<file path="src/rtl/mcs4_clk_rst_seq.sv">
// mcs4_clk_rst_seq: two-phase clock enables, 8-subcycle machine-cycle sequencer and core reset stretcher.
// Defining MCS4_CLK_HALT_EN adds a debug halt that freezes the clocks after X3.
module mcs4_clk_rst_seq #(
    parameter int PHASE_DIV = 2,
    parameter int CLR_HOLD  = 16
) (
    input  logic       sysclk,
    input  logic       poc_pad,
    input  logic       clear_pad,
    input  logic       halt_req,
    output logic       phi1,
    output logic       phi2,
    output logic [2:0] cycle_state,
    output logic       cycle_start,
    output logic       sync_out,
    output logic       core_reset,
    output logic       halted
);
    localparam int DW = PHASE_DIV > 1 ? $clog2(PHASE_DIV) : 1;
    localparam int HW = $clog2(CLR_HOLD);
    localparam logic [DW-1:0] DIV_MAX  = DW'(PHASE_DIV - 1);
    localparam logic [HW-1:0] HOLD_MAX = HW'(CLR_HOLD - 1);

    typedef enum logic [1:0] {HOLD, RUN, HALT} state_t;

    state_t        state_q, state_d;
    logic [DW-1:0] div_q, div_d;
    logic [1:0]    slot_q, slot_d;
    logic [2:0]    cyc_q, cyc_d;
    logic [HW-1:0] hold_q, hold_d;
    logic          clr_m_q, clr_s_q;
    logic          div_wrap, boundary, freeze;

    assign div_wrap = div_q == DIV_MAX;
    assign boundary = slot_q == 2'd3 && div_wrap;

`ifdef MCS4_CLK_HALT_EN
    // Phase counters stop on the X3-ending boundary and stay there while halted.
    assign freeze = halt_req && !clr_s_q &&
                    ((state_q == RUN && boundary && cyc_q == 3'd7) || state_q == HALT);
    assign halted = state_q == HALT;
`else
    assign freeze = 1'b0;
    assign halted = 1'b0;
`endif

    assign div_d  = freeze ? div_q : (div_wrap ? '0 : div_q + 1'b1);
    assign slot_d = (freeze || !div_wrap) ? slot_q : slot_q + 2'd1;

    always_comb begin
        state_d = state_q;
        cyc_d   = cyc_q;
        hold_d  = hold_q;
        case (state_q)
            HOLD: begin
                cyc_d  = 3'd7;
                hold_d = clr_s_q ? '0 : (hold_q == HOLD_MAX ? hold_q : hold_q + 1'b1);
                if (hold_q == HOLD_MAX && boundary && !clr_s_q) begin
                    state_d = RUN;
                    cyc_d   = 3'd0;
                end
            end
            RUN: begin
                if (clr_s_q) begin
                    state_d = HOLD;
                    hold_d  = '0;
                    cyc_d   = 3'd7;
                end else if (freeze) begin
                    state_d = HALT;
                end else if (boundary) begin
                    cyc_d = cyc_q + 3'd1;
                end
            end
            HALT: begin
                if (clr_s_q) begin
                    state_d = HOLD;
                    hold_d  = '0;
                    cyc_d   = 3'd7;
                end else if (!halt_req) begin
                    state_d = RUN;
                    cyc_d   = 3'd0;
                end
            end
            default: state_d = HOLD;
        endcase
    end

    always_ff @(posedge sysclk) begin
        if (poc_pad) begin
            state_q <= HOLD;
            div_q   <= DIV_MAX;
            slot_q  <= 2'd3;
            cyc_q   <= 3'd7;
            hold_q  <= '0;
            clr_m_q <= 1'b0;
            clr_s_q <= 1'b0;
        end else begin
            state_q <= state_d;
            div_q   <= div_d;
            slot_q  <= slot_d;
            cyc_q   <= cyc_d;
            hold_q  <= hold_d;
            clr_m_q <= clear_pad;
            clr_s_q <= clr_m_q;
        end
    end

    assign phi1        = state_q != HALT && slot_q == 2'd0;
    assign phi2        = state_q != HALT && slot_q == 2'd2;
    assign cycle_state = cyc_q;
    assign cycle_start = state_q == RUN && cyc_q == 3'd0 && slot_q == 2'd0 && div_q == '0;
    assign sync_out    = state_q == RUN && cyc_q == 3'd7;
    assign core_reset  = state_q == HOLD;
endmodule

</file>
<file path="config.mk">
export PLATFORM = sky130hd
export DESIGN_NAME = mcs4_clk_rst_seq
export DESIGN_NICKNAME = d
export VERILOG_FILES = /design/src/rtl/mcs4_clk_rst_seq.sv
export SDC_FILE = /design/constraint.sdc
export NUM_CORES = 1
export LEC_CHECK = 0
export CORE_AREA = 5 5 42 44
export DETAILED_ROUTE_END_ITERATION = 16
export DIE_AREA = 0 0 47 49
export PLACE_DENSITY = 0.86
export REMOVE_ABC_BUFFERS = 1
export SYNTH_ARGS = -nofsm -noshare
export SYNTH_HDL_FRONTEND = slang
export SYNTH_SLANG_ARGS = --single-unit
</file>
<file path="constraint.sdc">
create_clock -name sysclk -period 2.6 [get_ports sysclk]
set_input_delay 0.52 -clock sysclk [delete_from_list [all_inputs] [get_ports sysclk]]
set_output_delay 0.52 -clock sysclk [all_outputs]
set_load 0.1 [all_outputs]
</file>
======== Word level (Yosys, flattened, before mapping) ========
Index checks and enable logic that the tools add are counted.
storage, ports and cells
  register bits after elaboration ......... 14
  latch bits .............................. 0
  bits in writable memories ............... 0
  memory bits (read-only) ................. 0
  output and inout port bits .............. 9
  memories kept ........................... 0
operators by class
  add/subtract/negate cells ............... 4
  multipliers ............................. 0
  divide/modulo/power cells ............... 0
  order comparisons ....................... 0
  equality and inequality tests ........... 13
  shift operators ......................... 0
  multiplexer cells ....................... 16
  bitwise logic cells ..................... 1
  reductions and logical operators ........ 19
operators with widths
  operator                                             number
  two-way mux 3 bit                                    5
  two-way mux 4 bit                                    3
  logical AND 1 bit                                    9
  != test 3 bit, second input constant                 3
  case mux 3 bit (3 select lines)                      1
  AND reduction 3 bit                                  3
  two-way mux 2 bit                                    4
  case mux 4 bit (2 select lines)                      1
  equality test 2 bit, second input constant           3
  case mux 2 bit (3 select lines)                      1
  adder 4 x 1 -> 4 bit, second input constant          1
  equality test 4 bit, second input constant           1
  logical NOT 2 bit                                    2
  != test 2 x 1 -> 1 bit, second input constant        2
  != test 2 bit, second input constant                 2
  adder 3 x 1 -> 3 bit, second input constant          1
  equality test 3 bit, second input constant           1
  logical NOT 3 bit                                    1
  nonzero test 3 bit                                   1
  adder 2 x 1 -> 2 bit, second input constant          1
  equality test 2 x 1 -> 1 bit, second input constant  1
  nonzero test 2 bit                                   1
  OR reduction 2 bit                                   1
  adder 1 bit, second input constant                   1
  3 further kinds                                      3

======== Longest topological paths before layout ========
Gate-level depths: netlist (run 1).
  depth in word-level cells ............... 6
  mapped depth ............................ 5

======== Least setup slack after synthesis (run 1) ========
OpenSTA, ideal clock, no wires.
  kind .................................... register to output
  start ................................... reg slot_q[0]
  end ..................................... out cycle_start
  arrival time ............................ 4140 ps
  data required time ...................... 2080 ps
  slack ................................... -2060 ps
  stages on the path, launching flop included .. 5
  cells stage by stage .................... dfxtp_1 inv_1 ha_1 nand2_1 nor4_1
between the ends
  cells in the longest elaborated chain, start to end .. 3
ends and longest elaborated chain
  element                         line  source
  start: declaration              28    logic [1:0] slot_q, slot_d;
  start signal: assignment        100   slot_q <= slot_d;
  logical NOT 2 bit               111   assign cycle_start = state_q == RUN && cyc_q == 3'd0 && slot_q == 2'd0 && div_q == '0;
  logical AND 1 bit (2 in a row)  111
  end: declaration                14    output logic cycle_start,
Every way passes these cells.

======== Final worst setup path (run 1) ========
  start ................................... reg state_q[0]
  end ..................................... out cycle_start
between the ends
  cells in the longest elaborated chain, start to end .. 4
ends and longest elaborated chain
  element                         line  source
  start: declaration              26    state_t state_q, state_d;
  start signal: assignment        98    state_q <= state_d;
  equality test 2 x 1 -> 1 bit    111
  logical AND 1 bit (3 in a row)  111
Every way passes these cells.

==> results of run 1 <==
==> metal layers <==
metal,global-route usage,routed length [um]
met5,0,0
met4,0.0553,6
met3,0.0221,52
met2,0.179,566
met1,0.139,463
==> placed cells by master (no fill, tap or decap) <==
cell             count
conb_1               1
dfxtp_1             13
a31oi_4              1
nand4_1              1
nor3_1               1
or2_2                1
inv_2                1
nor3_2               1
clkdlybuf4s50_1      2
a21o_1               1
inv_1                5
o211ai_1             1
mux2i_1              1
o21ai_1              2
buf_4                8
and2_2               1
nor4bb_1             1
clkbuf_1             1
nor4_1               1
a211oi_1             2
clkbuf_4             3
and2_1               1
nand2_1              7
nor2_1               2
nor2b_1              2
xnor2_1              2
or3_1                1
o21ai_0              3
ha_1                 7
a21oi_1              2
and3_1               2
nand3_1              3
==> power groups by stage <==
stage | Combinational (mW) | Clock, mW | Sequential, mW
floorplan | 0.0636 | 0 | 0.222
global placement | 0.0741 | 0 | 0.224
detailed placement | 0.0759 | 0 | 0.225
CTS | 0.0765 | 0.125 | 0.220
global route | 0.0825 | 0.134 | 0.223
finish | 0.0761 | 0.122 | 0.220
==> per-stage QoR <==
stage          instance area [um2]  setup WS (ns)  setup TNS [ns]
4_1_cts                        752          0.602               0
6_report                       752          0.597               0
5_1_grt                        752          0.514               0
2_1_floorplan                  626          -2.06           -2.06
3_3_place_gp                   726          0.922               0
3_5_place_dp                   726          0.900               0
==> final timing paths <==
kind	endpoint	slack [ns]	depth (start not counted)
worst max-delay path	cycle_start	0.60	3
worst min-delay path	clr_s_q	0.46	1
worst max register to register	cycle_state[2]	1.17	5
worst min register to register	clr_s_q	0.46	1
==> area by class of cell <==
| type | instances | share of cell area |
|---|---|---|
| Multi-Input combinational cell | 48 | 0.456 |
| Sequential cell | 13 | 0.346 |
| Timing Repair Buffer | 10 | 0.106 |
| Clock buffer | 4 | 0.0349 |
| Inverter | 6 | 0.0300 |
| Tap cell | 16 | 0.0266 |
==> cells by family after synthesis <==
kind of cell	count (synthesis)	share of synthesized area
adder cells (fa/ha/maj)	7	0.137
multiplexers	1	0.0156
other	1	0.00585
flip-flops	13	0.406
AO/OA/AOI/OAI	12	0.135
AND/OR/NAND/NOR	25	0.215
XOR/XNOR	2	0.0273
buffers and inverters	8	0.0586
==> registers in the layout (all words and copies together) (netlist names) <==
name and cells:
div_q 1, clr_s_q 1, hold_q 4, state_q 1, slot_q 2, clr_m_q 1
cycle_state 3
==> results.json, run 1 <==
{
  "syn_area_per_cell_um2": 9.28,
  "antenna_found_initial": 0,
  "grt_setup_unrepaired": "false",
  "cts_root_buf": "clkbuf_4",
  "synth_top_area_share": 0.406,
  "num_antenna_cells": 0,
  "p_per_area_nw_per_um2": 556,
  "status": "complete, no violations",
  "routed_wl_um": 1090,
  "worstHoldStart": "clr_m_q",
  "cp.arrival_ns": 1.48,
  "io_pins": 13,
  "num_rows": 14,
  "hold_path_class": "flip-flop to flip-flop",
  "worstPathCellList": "inv_2, nor4_1, buf_4",
  "p_int_uw": 292,
  "startpoint_type": "flip-flop",
  "vias": 511,
  "dp.final_hpwl_um": 846,
  "ir_drop_uv": 296,
  "power_leakage_nw": 0.354,
  "cts_setup_buffers": 0,
  "yosys_warnings": 0,
  "p_sw_uw": 127,
  "crit_type": "flip-flop to output pin",
  "synth_cell_types": 29,
  "numCtsBuffers": 3,
  "grt-ovfl-total": 0,
  "netlist.top_cell.by_area": "dfxtp_1",
  "crit_start": "state_q[0]",
  "initial_core_util": 0.457,
  "synth_area_leaders": "dfxtp_1 (41%), ha_1 (14%), nand2_1 (4.1%), a31oi_4 (3.3%), inv_1 (2.9%)",
  "htree_levels": 1,
  "worstPathRequired_ns": 2.08,
  "fin_nets": 93,
  "place.gp.congestion": 0.728,
  "finish.utilization": 0.537,
  "drtAntennaViolNets": 0,
  "post_cts_resized": 0,
  "drtIter0Drc": 4,
  "synthTopCellsByCount": "dfxtp_1 (13), ha_1 (7), nand2_1 (7)",
  "synth_flop_cell": "dfxtp_1",
  "slowest_delay_ns": 0.46,
  "seq_area_um2": 260,
  "seqPwrFrac": 0.527,
  "stdcell_count": 97,
  "multi_input_area_um2": 343,
  "wl_per_cell_um": 11.2,
  "switching_share": 0.303,
  "critPathSlowestCell": "dfxtp_1",
  "cp_num_buf_inv": 2,
  "dr.pass1.iters": 2,
  "grt_first_pass_wirelength_um": 1950,
  "grt_usage": 0.113,
  "finalPower_uw": 418,
  "core_um2": 1400,
  "clk_latency_ns": 0.27,
  "cts.sinks": 13,
  "crit_family": "flip-flops",
  "synth_most_common_cell": "dfxtp_1",
  "critPathMaxFanout": 7,
  "synth_area_um2": 641,
  "via_per_inst": 5.27,
  "drc": 0,
  "synth_edf_count": 0,
  "cts_hold_buf": 0,
  "clk_path_buf_depth": 2,
  "ys_ff_latch": 13,
  "ys_seq_area_frac": 0.406,
  "max_clock_freq_mhz": 499,
  "fin_worst_skew_ns": 0.00289,
  "drive_gt1_frac": 0.198,
  "drv_slew": 0,
  "async_flop_share": 0,
  "timing.rr.start": "cycle_state[0]",
  "area_growth_pct": 17.4,
  "grt_pass1_vias": 497,
  "clock_power_share": 0.291,
  "whs_ns": 0.457,
  "synth_cells": 69,
  "die_y_um": 49,
  "fin_crit_ns": 2.00,
  "cap_violations": 0,
  "die_area_um2": 2300,
  "worstSetupEndpointType": "output pin",
  "grt_max_degree": 11,
  "portBuffers": 10,
  "dp_cells": 93,
  "finalHoldViolations": 0,
  "n_fill_cell": 136,
  "fin_crit_sh": 0.770,
  "clk_pin_slew_worst_paths_ns": 0.07,
  "p_comb_frac": 0.182,
  "fp.dieW_um": 47,
  "setup_viol": 0,
  "cts_tree": "built"
}
No activity file was read; power rests on OpenSTA's default activity.
==> inputs of run 2 (changes only) <==
--- a/config.mk
+++ b/config.mk
@@ -5,9 +5,9 @@
 export SDC_FILE = /design/constraint.sdc
 export NUM_CORES = 1
 export LEC_CHECK = 0
-export CORE_AREA = 5 5 42 44
+export CORE_MARGIN = 5
+export CORE_UTILIZATION = 48
 export DETAILED_ROUTE_END_ITERATION = 16
-export DIE_AREA = 0 0 47 49
 export PLACE_DENSITY = 0.86
 export REMOVE_ABC_BUFFERS = 1
 export SYNTH_ARGS = -nofsm -noshare
==> constraint.sdc (replaced) <==
create_clock -name sysclk -period 1.9 [get_ports sysclk]
set_input_delay 0.38 -clock sysclk [delete_from_list [all_inputs] [get_ports sysclk]]
set_output_delay 0.38 -clock sysclk [all_outputs]
set_load 0.1 [all_outputs]
==> run 2 against run 1 <==
- sequential share of layout area fell by 5.4 points
- wire length rose by 27%
- largest power group unchanged
- die area fell by 6.0%
- clock-buffer cell count did not move
- non-clock buffer count rose by 3
- sequential cell count did not move
- global-route usage rose by 1.6 points
- cell count rose by 2.1%
- first-iteration DRC count rose by 50%
==> results.json, run 2 (synthesized netlist as in run 1, its figures left out) <==
{
  "grt_pass1_vias": 475,
  "fin_nets": 96,
  "crit_type": "flip-flop to output pin",
  "reg2reg_setup_slack_ns": 0.39,
  "reg2reg_depth": 5,
  "setup_ws_ns": 0.0822,
  "cap_violations": 0,
  "cts.sinks": 13,
  "tns_ns": 0,
  "seqPwrFrac": 0.499,
  "worstPathCellList": "inv_2, ha_4, nand2_2, nor4_4, buf_12",
  "dr.pass1.iters": 4,
  "finalPower_uw": 605,
  "worstSetupEndpointType": "output pin",
  "p_sw_uw": 189,
  "clk_latency_ns": 0.28,
  "slowest_delay_ns": 0.37,
  "die_y_um": 46.5,
  "core_um2": 1280,
  "drtIter0Drc": 6,
  "grt_usage": 0.129,
  "critPathSlowestCell": "dfxtp_4",
  "power_leakage_nw": 0.404,
  "io_pins": 13,
  "crit_start": "cycle_state[1]",
  "cts_root_buf": "clkbuf_4",
  "clk_path_buf_depth": 2,
  "cts_hold_buf": 0,
  "vias": 532,
  "dpl_worst_slack_ns": 0.220,
  "cts_tree": "built",
  "grt-ovfl-total": 0,
  "fin_crit_sh": 0.957,
  "numCtsBuffers": 3,
  "r2r-end": "cycle_state[2]",
  "status": "complete, no violations",
  "p_per_area_nw_per_um2": 653,
  "finish.utilization": 0.721,
  "switching_share": 0.313,
  "mostFrequentLayoutCells": "dfxtp_1 (9), buf_12 (8), nand2_1 (6), inv_2 (5), ha_1 (5)",
  "clk_pin_slew_worst_paths_ns": 0.08,
  "grt_max_degree": 11,
  "num_rows": 13,
  "wl_per_cell_um": 13.9,
  "max_clock_freq_mhz": 550,
  "timing.rr.start": "cycle_state[0]",
  "htree_levels": 1,
  "drive_gt1_frac": 0.369,
  "setup_viol": 0,
  "clock_power_share": 0.288,
  "grt_first_pass_wirelength_um": 1930,
  "largest_reg_flops": 4,
  "cp.arrival_ns": 1.44,
  "stdcell_count": 99,
  "drtAntennaViolNets": 0,
  "startpoint_type": "flip-flop",
  "fp.dieW_um": 46.5,
  "antenna_found_initial": 0,
  "p_int_uw": 416,
  "p_comb_frac": 0.213,
  "initial_core_util": 0.499,
  "worstPathRequired_ns": 1.52,
  "hold_path_class": "flip-flop to flip-flop",
  "final_common_cell": "dfxtp_1",
  "ir_drop_uv": 498,
  "place.gp.congestion": 0.791,
  "via_per_inst": 5.37,
  "cp-endpoint": "cycle_start",
  "die_area_um2": 2170,
  "drv_slew": 0,
  "fin_crit_ns": 1.82,
  "dp.final_hpwl_um": 892,
  "num_antenna_cells": 0,
  "routed_wl_um": 1380,
  "fin_worst_skew_ns": 0.00423,
  "regMostFlops": "hold_q",
  "critPathMaxFanout": 4,
  "area_growth_pct": 44.5,
  "finalHoldViolations": 0,
  "dp_cells": 93,
  "portBuffers": 10,
  "drc": 0
}
-- run 2: power by group through the flow --
| stage | Clock [mW] | Combinational [mW] | Sequential (mW) |
|---|---|---|---|
| 5_1_grt | 0.193 | 0.141 | 0.305 |
| 4_1_cts | 0.177 | 0.120 | 0.302 |
| 3_5_place_dp | 0 | 0.120 | 0.308 |
| 2_1_floorplan | 0 | 0.0871 | 0.304 |
| 6_report | 0.174 | 0.129 | 0.302 |
| 3_3_place_gp | 0 | 0.116 | 0.306 |
-- run 2: how the worst min path moves through the flow --
stage                     startpoint  endpoint  slack, ns  depth (start not counted)
after floorplan              clr_m_q   clr_s_q       0.41                          1
after global placement       clr_m_q   clr_s_q       0.42                          1
after detailed placement     clr_m_q   clr_s_q       0.44                          1
after CTS                    clr_m_q   clr_s_q       0.46                          1
after global routing         clr_m_q   clr_s_q       0.46                          1
final                        clr_m_q   clr_s_q       0.45                          1
-- run 2: layout make-up --
cell class / count / area [um2]
Inverter: 6 / 22.5
Tap cell: 15 / 18.8
Clock buffer: 4 / 26.3
Sequential cell: 13 / 270
Fill cell: 89 / 359
Timing Repair Buffer: 13 / 203
Multi-Input combinational cell: 48 / 385
-- run 2: repair_timing --
action,CTS,global route
gates resized for setup,1,16
pin swaps,0,3
setup endpoints to repair,1,1
setup buffers,0,2
-- run 2: routing by layer --
layer | up-vias | GRT usage | wire, um
met4 | 0 | 0.0852 | 49
met3 | 5 | 0.0234 | 67
li1 | 266 | - | -
met5 | - | 0 | 0
met1 | 247 | 0.142 | 521
met2 | 14 | 0.220 | 740
-- run 2: worst max-delay path, delay by kind of cell (launching register included) --
family | cells | cell delay, ns
AND/OR/NAND/NOR | 2 | 0.37
adder cells (fa/ha/maj) | 1 | 0.13
flip-flops | 1 | 0.37
buffers and inverters | 2 | 0.30
-- run 2: stage by stage --
stage,cell area (um2),hold slack (ns)
floorplan,626,0.414
global placement,832,0.425
detailed placement,832,0.437
CTS,865,0.455
global route,926,0.465
finish,926,0.455
